--- config.mk ---
export PLATFORM = sky130hd
export DESIGN_NAME = guess_input_flat
export DESIGN_NICKNAME = d
export VERILOG_FILES = /design/src/rtl/guess_input_pkg.sv /design/src/rtl/guess_input_if.sv /design/src/rtl/btn_debounce.sv /design/src/rtl/guess_input.sv /design/src/flat_wrapper.sv
export SDC_FILE = /design/constraint.sdc
export NUM_CORES = 1
export LEC_CHECK = 0
export CORE_MARGIN = 4
export CORE_UTILIZATION = 66
export CTS_CLUSTER_DIAMETER = 150
export CTS_CLUSTER_SIZE = 10
export DETAILED_ROUTE_END_ITERATION = 8
export PLACE_DENSITY = 0.84
export SYNTH_ARGS = -nofsm -noshare
export SYNTH_HDL_FRONTEND = slang
export SYNTH_SLANG_ARGS = --single-unit
--- constraint.sdc ---
create_clock -name clk -period 5.3 [get_ports clk]
set_input_delay 1.06 -clock clk [delete_from_list [all_inputs] [get_ports clk]]
set_output_delay 1.06 -clock clk [all_outputs]
set_load 0.005 [all_outputs]
--- src/rtl/guess_input_pkg.sv ---
// -----------------------------------------------------------------------------
// guess_input_pkg
// Shared types and constants for the guess_input block:
//   NUM_HOLES    - number of mole buttons (fixed at 8 so a guess fits 3 bits)
//   GUESS_W      - width of the encoded guess index
//   state_e      - press-qualification FSM states
//   onehot_to_idx- encodes a one-hot button vector into its bit index
// -----------------------------------------------------------------------------
package guess_input_pkg;

    localparam int NUM_HOLES = 8;
    localparam int GUESS_W   = 3;

    typedef enum logic [1:0] {
        IDLE         = 2'd0,
        EVAL         = 2'd1,
        WAIT_RELEASE = 2'd2
    } state_e;

    // Encodes a one-hot vector into its index. A zero vector encodes to 0;
    // callers only use it on vectors known to be one-hot.
    function automatic logic [GUESS_W-1:0] onehot_to_idx(input logic [NUM_HOLES-1:0] oh);
        logic [GUESS_W-1:0] idx;
        idx = '0;
        for (int i = 0; i < NUM_HOLES; i++) begin
            if (oh[i]) begin
                idx = idx | GUESS_W'(i);
            end
        end
        return idx;
    endfunction

endpackage : guess_input_pkg

--- src/rtl/guess_input_if.sv ---
// -----------------------------------------------------------------------------
// guess_input_if
// Output bundle from guess_input to the game top level.
//   o_user_guess   - index of the last accepted press, holds between presses
//   o_eval_now     - one-cycle pulse: o_user_guess is valid and new
//   o_restart_game - one-cycle restart pulse
//   o_btn_stable   - debounced mole-button levels (LED/debug path)
// Modports: master (driven by guess_input), slave (consumer).
// -----------------------------------------------------------------------------
interface guess_input_if;
    import guess_input_pkg::*;

    logic [GUESS_W-1:0]   o_user_guess;
    logic                 o_eval_now;
    logic                 o_restart_game;
    logic [NUM_HOLES-1:0] o_btn_stable;

    modport master (
        output o_user_guess,
        output o_eval_now,
        output o_restart_game,
        output o_btn_stable
    );

    modport slave (
        input o_user_guess,
        input o_eval_now,
        input o_restart_game,
        input o_btn_stable
    );

endinterface : guess_input_if

--- src/rtl/btn_debounce.sv ---
// -----------------------------------------------------------------------------
// btn_debounce
// One raw asynchronous button -> 2-flop synchroniser -> debounce counter ->
// debounced level plus a one-cycle rise pulse.
// Parameter: DEBOUNCE_CYCLES - consecutive cycles the synchronised value must
//            differ from the debounced level before the level flips.
// Ports:
//   clk     in   system clock
//   rst     in   synchronous, active-high reset
//   i_raw   in   raw asynchronous button, active-high
//   o_level out  debounced level (registered)
//   o_rise  out  debounced level is 1 now and was 0 on the previous cycle
// -----------------------------------------------------------------------------
module btn_debounce #(
    parameter int DEBOUNCE_CYCLES = 500000
) (
    input  logic clk,
    input  logic rst,
    input  logic i_raw,
    output logic o_level,
    output logic o_rise
);

    // Sized to hold DEBOUNCE_CYCLES; the counter clears on reaching it, so it
    // never wraps.
    localparam int CNT_W = (DEBOUNCE_CYCLES < 1) ? 1 : $clog2(DEBOUNCE_CYCLES + 1);
    localparam logic [CNT_W-1:0] CNT_LAST = CNT_W'(DEBOUNCE_CYCLES - 1);

    logic             sync1_q;
    logic             sync2_q;
    logic             level_q;
    logic             level_d;
    logic             level_prev_q;
    logic [CNT_W-1:0] cnt_q;
    logic [CNT_W-1:0] cnt_d;

    // Any cycle where the synchronised input agrees with the debounced level
    // restarts the count, so only an unbroken run of disagreement flips it.
    always_comb begin
        cnt_d   = '0;
        level_d = level_q;
        if (sync2_q != level_q) begin
            if (cnt_q == CNT_LAST) begin
                level_d = sync2_q;
            end else begin
                cnt_d = cnt_q + CNT_W'(1);
            end
        end
    end

    // NOTE: sequential state uses non-blocking assignments so every flop samples
    // the pre-edge values; blocking here would collapse the synchroniser chain.
    always_ff @(posedge clk) begin
        if (rst) begin
            sync1_q      <= 1'b0;
            sync2_q      <= 1'b0;
            level_q      <= 1'b0;
            level_prev_q <= 1'b0;
            cnt_q        <= '0;
        end else begin
            sync1_q      <= i_raw;
            sync2_q      <= sync1_q;
            level_q      <= level_d;
            level_prev_q <= level_q;
            cnt_q        <= cnt_d;
        end
    end

    assign o_level = level_q;
    assign o_rise  = level_q & ~level_prev_q;

endmodule : btn_debounce

--- src/rtl/guess_input.sv ---
// -----------------------------------------------------------------------------
// guess_input
// Upstream input stage of the whack-a-mole game. Synchronises, debounces and
// edge-detects the eight mole buttons and the restart button, then qualifies
// presses so each physical press yields at most one evaluation.
// Parameter: DEBOUNCE_CYCLES (default 500000 = 5 ms at 100 MHz).
// Hole count is fixed at NUM_HOLES = 8 (guess_input_pkg) since the guess is 3 bits.
// Optional feature macro: GUESS_INPUT_PRIORITY_EN
//   defined   - simultaneous rises in IDLE are accepted, lowest index wins
//   undefined - simultaneous rises are rejected (no pulse)
// Ports:
//   clk           in   system clock
//   rst           in   synchronous, active-high reset
//   i_btn         in   raw mole buttons, bit k = hole k, active-high
//   i_restart_btn in   raw restart button, active-high
//   bus           guess_input_if.master: o_user_guess, o_eval_now,
//                 o_restart_game, o_btn_stable
// -----------------------------------------------------------------------------
module guess_input
    import guess_input_pkg::*;
#(
    parameter int DEBOUNCE_CYCLES = 500000
) (
    input  logic                 clk,
    input  logic                 rst,
    input  logic [NUM_HOLES-1:0] i_btn,
    input  logic                 i_restart_btn,
    guess_input_if.master        bus
);

    logic [NUM_HOLES-1:0] btn_level;
    logic [NUM_HOLES-1:0] btn_rise;
    logic                 restart_level_unused;
    logic                 restart_rise;

    for (genvar k = 0; k < NUM_HOLES; k++) begin : g_btn
        btn_debounce #(
            .DEBOUNCE_CYCLES (DEBOUNCE_CYCLES)
        ) u_btn_debounce (
            .clk     (clk),
            .rst     (rst),
            .i_raw   (i_btn[k]),
            .o_level (btn_level[k]),
            .o_rise  (btn_rise[k])
        );
    end

    btn_debounce #(
        .DEBOUNCE_CYCLES (DEBOUNCE_CYCLES)
    ) u_restart_debounce (
        .clk     (clk),
        .rst     (rst),
        .i_raw   (i_restart_btn),
        .o_level (restart_level_unused),
        .o_rise  (restart_rise)
    );

    // A rising button's own level is already 1, so mask it out; a button
    // released this cycle is already 0 and does not count as held.
    logic others_held;
    logic single_rise;
    assign others_held = |(btn_level & ~btn_rise);
    assign single_rise = ((btn_rise & (btn_rise - NUM_HOLES'(1))) == '0);

`ifdef GUESS_INPUT_PRIORITY_EN
    // Isolates the lowest set bit (two's-complement trick).
    logic [NUM_HOLES-1:0] lowest_rise;
    assign lowest_rise = btn_rise & (~btn_rise + NUM_HOLES'(1));
`endif

    state_e             state_q;
    logic [GUESS_W-1:0] guess_q;
    logic               eval_q;
    logic               restart_q;

    // Outputs are registered alongside the state, so o_eval_now is high exactly
    // while the FSM sits in EVAL.
    always_ff @(posedge clk) begin
        if (rst) begin
            state_q   <= IDLE;
            guess_q   <= '0;
            eval_q    <= 1'b0;
            restart_q <= 1'b0;
        end else begin
            eval_q    <= 1'b0;
            restart_q <= 1'b0;
            if (restart_rise) begin
                // Restart wins over any mole rise this cycle; that press is
                // discarded and must be released before the next one counts.
                restart_q <= 1'b1;
                state_q   <= WAIT_RELEASE;
            end else begin
                unique case (state_q)
                    IDLE: begin
                        if (|btn_rise) begin
                            if (others_held) begin
                                state_q <= WAIT_RELEASE;
                            end else if (single_rise) begin
                                state_q <= EVAL;
                                guess_q <= onehot_to_idx(btn_rise);
                                eval_q  <= 1'b1;
                            end else begin
`ifdef GUESS_INPUT_PRIORITY_EN
                                state_q <= EVAL;
                                guess_q <= onehot_to_idx(lowest_rise);
                                eval_q  <= 1'b1;
`else
                                state_q <= WAIT_RELEASE;
`endif
                            end
                        end
                    end
                    EVAL: begin
                        state_q <= WAIT_RELEASE;
                    end
                    WAIT_RELEASE: begin
                        if (btn_level == '0) begin
                            state_q <= IDLE;
                        end
                    end
                    default: begin
                        state_q <= IDLE;
                    end
                endcase
            end
        end
    end

    assign bus.o_user_guess   = guess_q;
    assign bus.o_eval_now     = eval_q;
    assign bus.o_restart_game = restart_q;
    assign bus.o_btn_stable   = btn_level;

endmodule : guess_input
--- src/flat_wrapper.sv ---
// flat-port wrapper written by rule: the top's interface ports become plain ports
module guess_input_flat import guess_input_pkg::*;
#(
    parameter int DEBOUNCE_CYCLES = 500000
)
  (clk, rst, i_btn, i_restart_btn, bus_o_user_guess, bus_o_eval_now, bus_o_restart_game, bus_o_btn_stable);
  guess_input_if bus_i ();
  input  logic clk;
  input  logic rst;
  input  logic [NUM_HOLES-1:0] i_btn;
  input  logic i_restart_btn;
  output wire logic [$bits(bus_i.o_user_guess)-1:0] bus_o_user_guess;
  output wire logic [$bits(bus_i.o_eval_now)-1:0] bus_o_eval_now;
  output wire logic [$bits(bus_i.o_restart_game)-1:0] bus_o_restart_game;
  output wire logic [$bits(bus_i.o_btn_stable)-1:0] bus_o_btn_stable;
  assign bus_o_user_guess = bus_i.o_user_guess;
  assign bus_o_eval_now = bus_i.o_eval_now;
  assign bus_o_restart_game = bus_i.o_restart_game;
  assign bus_o_btn_stable = bus_i.o_btn_stable;
  guess_input #(.DEBOUNCE_CYCLES(DEBOUNCE_CYCLES)) u_core (.clk(clk), .rst(rst), .i_btn(i_btn), .i_restart_btn(i_restart_btn), .bus(bus_i));
endmodule
==> flow_results.org <==
** Outcome
- The flow ran to the end, and the final reports show no timing, DRC or antenna violations.

** Global route
- Aggregate global routing overflow :: 0
- The first global-routing pass estimated 27400 microns of wire.
- The number of antenna violations at the first check in global routing came to 0.
- Entering global routing, the biggest net connects 56 pins.
- For this run, the total global-route usage over all layers was measured as 0.198.
- The via count of the first global-routing pass is about 6300.

** Die
- Area enclosed by the die boundary :: 0.0157 sq mm
- Effective utilization at floorplan :: 0.681
- After floorplanning, the core was divided into 42 placement rows.
- Horizontal die dimension :: approximately 130 microns
- From bottom edge to top edge, the die measures approximately 130 microns.
- The core region is 0.0133 sq mm.
- I/O Pins :: 24

** Synth
- Compound-gate portion of the synthesized area :: 0.0167
- Main combinational cell family by area after synthesis :: simple AND/OR/NAND/NOR gates
- A synthesized cell averages 8.93 sq um.
- Of the synthesized area, sequential elements account for 0.471.
- Synthesis-stage register bit count :: 214
- Ranked by total cell area, the synthesized netlist is headed by dfxtp_1, nor2_1, xor2_1, xnor2_1, nand3_1.
- The number of nets handed over by synthesis was 1038.
- In this run the cell area of the synthesized design comes to 0.00909 sq mm.
- In the synthesized netlist the dominant register cell turns out to be dfxtp_1.
- Area fraction of the dominant cell type after synthesis :: 0.471
- The netlist uses 48 different library cells.
- Of the total synthesized cell area, the portion taken by AND, OR, NAND and NOR gates is 0.300.
- Number of enable-type register cells in the synthesized netlist :: 0
- Fraction of the mapped netlist area in adder cells :: 0.0136
- Fraction of synthesis flops using an asynchronous set or reset pin :: 0
- The largest total area in the synthesized netlist belongs to dfxtp_1.
- Of the total synthesized cell area, the portion taken by XOR and XNOR cells is 0.154.
- Synthesis produced a netlist whose cell count is 1018.
- For this run, the number of Yosys warnings is 0.
- Post-synthesis mux area share :: 0.0136

** Setup path
- Capture instance of the worst register-to-register path :: u_core.u_restart_debounce.cnt_q[5]$_SDFF_PP0_
- STA classifies the critical path endpoint as an output port.
- The setup path with the least slack is of type flop to output port.
- Type of origin of the critical path :: flop
- Measured in cells, the most critical reg-to-reg path has a length of 5.
- End point of the critical path :: bus_o_btn_stable[2]
- Critical-path top delay cell :: clkdlybuf4s50_1
- Setup slack on the worst reg-to-reg path comes out at 3.16 ns.
- Count of buffer and inverter cells on the critical path :: 1
- Of all nets on the critical path, the largest fanout is 7.
- Top cell family by delay on the critical path :: buffers and inverters
- Data arrival time of the critical path :: 1.58 ns
- Walking the worst path, the cells encountered are clkdlybuf4s50_1.
- For this run, the slowest stage of the critical path takes 0.60 ns.
- FF-to-FF Start :: u_core.u_restart_debounce.cnt_q[0]$_SDFF_PP0_
- For the worst setup path, the data required time is 4.24 ns.
- Worst path depth :: 1
- Start point of the critical path :: u_core.g_btn[2].u_btn_debounce.o_level$_SDFFE_PP0P_

** Clock tree
- Total of hold buffers inserted after clock tree synthesis :: 0
- Cts bufs inserted :: 25
- Clk pin slew, worst setup/hold paths :: about 0.050 ns
- In this run, post-CTS repair resized a total of 0 instances.
- CTS H-tree lvls :: 1
- Total clock sinks :: between 200 and 250
- Root buffer cell :: clkbuf_16
- Once the clock tree was built, the setup fixing pass inserted 0 buffers.
- For the worst-skew pair, the clock arrives at the later sink with an insertion delay of 0.51 ns.
- CTS tree :: built
- In this run the deepest clock path goes through 3 buffers.

** Route
- In the routed design, unresolved DRC markers number 0.
- Wires add up to around 16000 microns.
- In this run the remaining antenna-violating nets after routing total 0.
- Number of vias in the routed layout :: roughly 6600
- 1st-pass router iterations :: 5
- After detailed routing, the number of vias per cell comes to 5.44.
- After detailed routing, the average wire length per cell comes to 12.9 microns.
- Number of DRC violations after detailed-routing iteration 0 :: approximately 350

** Final layout
- Antenna diode count :: 0
- Area growth syn-to-layout :: 10.0%
- In the final layout, the share of cells above drive strength 1 is 0.0435.
- For this run, the number of standard cells in the final layout without fillers is 1210.
- Most common cell after layout, fill and taps aside :: dfxtp_1
- Core Util, Final :: 0.749
- The library cells used most frequently in the layout, excluding fill and tap cells, are dfxtp_1, nor2_1, xor2_1.
- With fillers left out, the area of the finished cells amounts to 0.0100 sq mm.
- Final Net Count :: around 1100

** Placed design
- Counting tap cells, the placed design contains a total of 1183 instances.
- Detailed placement ended at an HPWL of 10400 microns.
- At the placement stage, the worst setup path has a slack of about 2.5 ns.
- At the end of routability-driven placement, the weighted congestion stood at 0.811.
- Placement Cell Area :: 0.00936 sq mm
- In this run the tool buffered the top-level ports with 23 buffer cells.

** STA
- Aggregate negative setup slack :: 0 ns
- The routed design could run at a clock period as short as around 2.6 ns.
- Number of setup violations in the final report :: 0
- Slew of the pin with the lowest slew margin :: 0.865 ns
- In this run the tightest slew margin relative to its limit is 0.423.
- Across the routed clock network, the largest skew measured is 0.0111 ns.
- Based on the critical path, the design can be clocked at up to 378 MHz.
- The max-slew violation total from the final report was 0.
- Worst Slack Setup Final :: about 2.7 ns
- Hold is met by 0.438 ns.
- Dividing the final minimum period by the clock period gives 0.499.
- The final number of hold-violating endpoints came to 0.
- Setup repair after global routing left no endpoint under its margin.

** Job
- Max-cap violations in this run came to 0.

** Power and ir drop
- Power spread over the standard cell area amounts to approximately 310 mW/mm^2.
- IR analysis of the VDD net gives a maximum drop of ~0.00030 V.
- For this design the static power due to leakage is 3.32 nW.
- Total power for the finished layout comes to approximately 3.1 mW.

** Hold path
- Worst min path class :: flop to flop
logic make-up (layout without fill, tap and decap cells):
kind of cell,after synthesis,after routing
and+or+nand+nor,540,540
DFF,214,214
xor gates and xnor gates,160,160
buffers and inverters,62,78
AOI/OAI and AO/OA,20,20
muxes,12,12
adders and majority gates,10,10
flip-flops by register name, summed over array words and instances (netlist names), 2 cells and up:
signal                                    cells
u_core.g_btn.u_btn_debounce.cnt_q           152
u_core.u_restart_debounce.cnt_q              19
u_core.g_btn.u_btn_debounce.level_prev_q      8
u_core.g_btn.u_btn_debounce.o_level           8
u_core.g_btn.u_btn_debounce.sync1_q           8
u_core.g_btn.u_btn_debounce.sync2_q           8
u_core.bus.o_user_guess                       3
u_core.state_q                                2
report_power, final:
part           switching [mW]  internal, mW  total [mW]
clock network           0.585         0.829        1.41
registers             0.00463          1.62        1.62
logic                  0.0200        0.0141      0.0341
total                   0.609          2.46        3.07
synthesized netlist by cell type (all sizes together) (3+ instances only):
library cell,n
nand2b,11
nand3,70
nor4b,9
xor2,86
nand4,38
mux2,3
buf,23
nand2,44
or3,3
clkbuf,11
xnor2,74
nor4,20
dfxtp,214
inv,28
o21ai,3
mux2i,9
ha,9
nor3,29
or2,10
a21oi,7
and4,9
nor2b,43
nor2,213
and3,28
how the worst min path moves through the flow:
stage                                                      start                                           endpoint  depth (start not counted)
6_report       u_core.u_restart_debounce.level_prev_q$_SDFF_PP0_               u_core.bus.o_restart_game$_SDFF_PP0_                          1
5_1_grt        u_core.g_btn[5].u_btn_debounce.sync1_q$_SDFF_PP0_  u_core.g_btn[5].u_btn_debounce.sync2_q$_SDFF_PP0_                          1
4_1_cts        u_core.u_restart_debounce.level_prev_q$_SDFF_PP0_               u_core.bus.o_restart_game$_SDFF_PP0_                          1
3_5_place_dp   u_core.g_btn[6].u_btn_debounce.sync1_q$_SDFF_PP0_  u_core.g_btn[6].u_btn_debounce.sync2_q$_SDFF_PP0_                          1
3_3_place_gp   u_core.g_btn[7].u_btn_debounce.sync1_q$_SDFF_PP0_  u_core.g_btn[7].u_btn_debounce.sync2_q$_SDFF_PP0_                          1
2_1_floorplan  u_core.u_restart_debounce.level_prev_q$_SDFF_PP0_               u_core.bus.o_restart_game$_SDFF_PP0_                          1
area by class of cell:
cell class,count,area [sq um]
tap,176,220
clock inverter,2,17.5
sequential,214,4280
clock buffer,25,626
multi-input combinational,742,4530
fill,984,3340
timing repair buffer,23,225
inverter,28,105
per-layer routing:
layer	wire length [microns]	vias to the layer above	track usage
met3	490	33	0.0350
met4	473	0	0.0644
met1	7170	3066	0.253
met5	0	-	0
li1	-	3405	-
met2	7450	81	0.341
No activity file was read; power rests on OpenSTA's default activity.
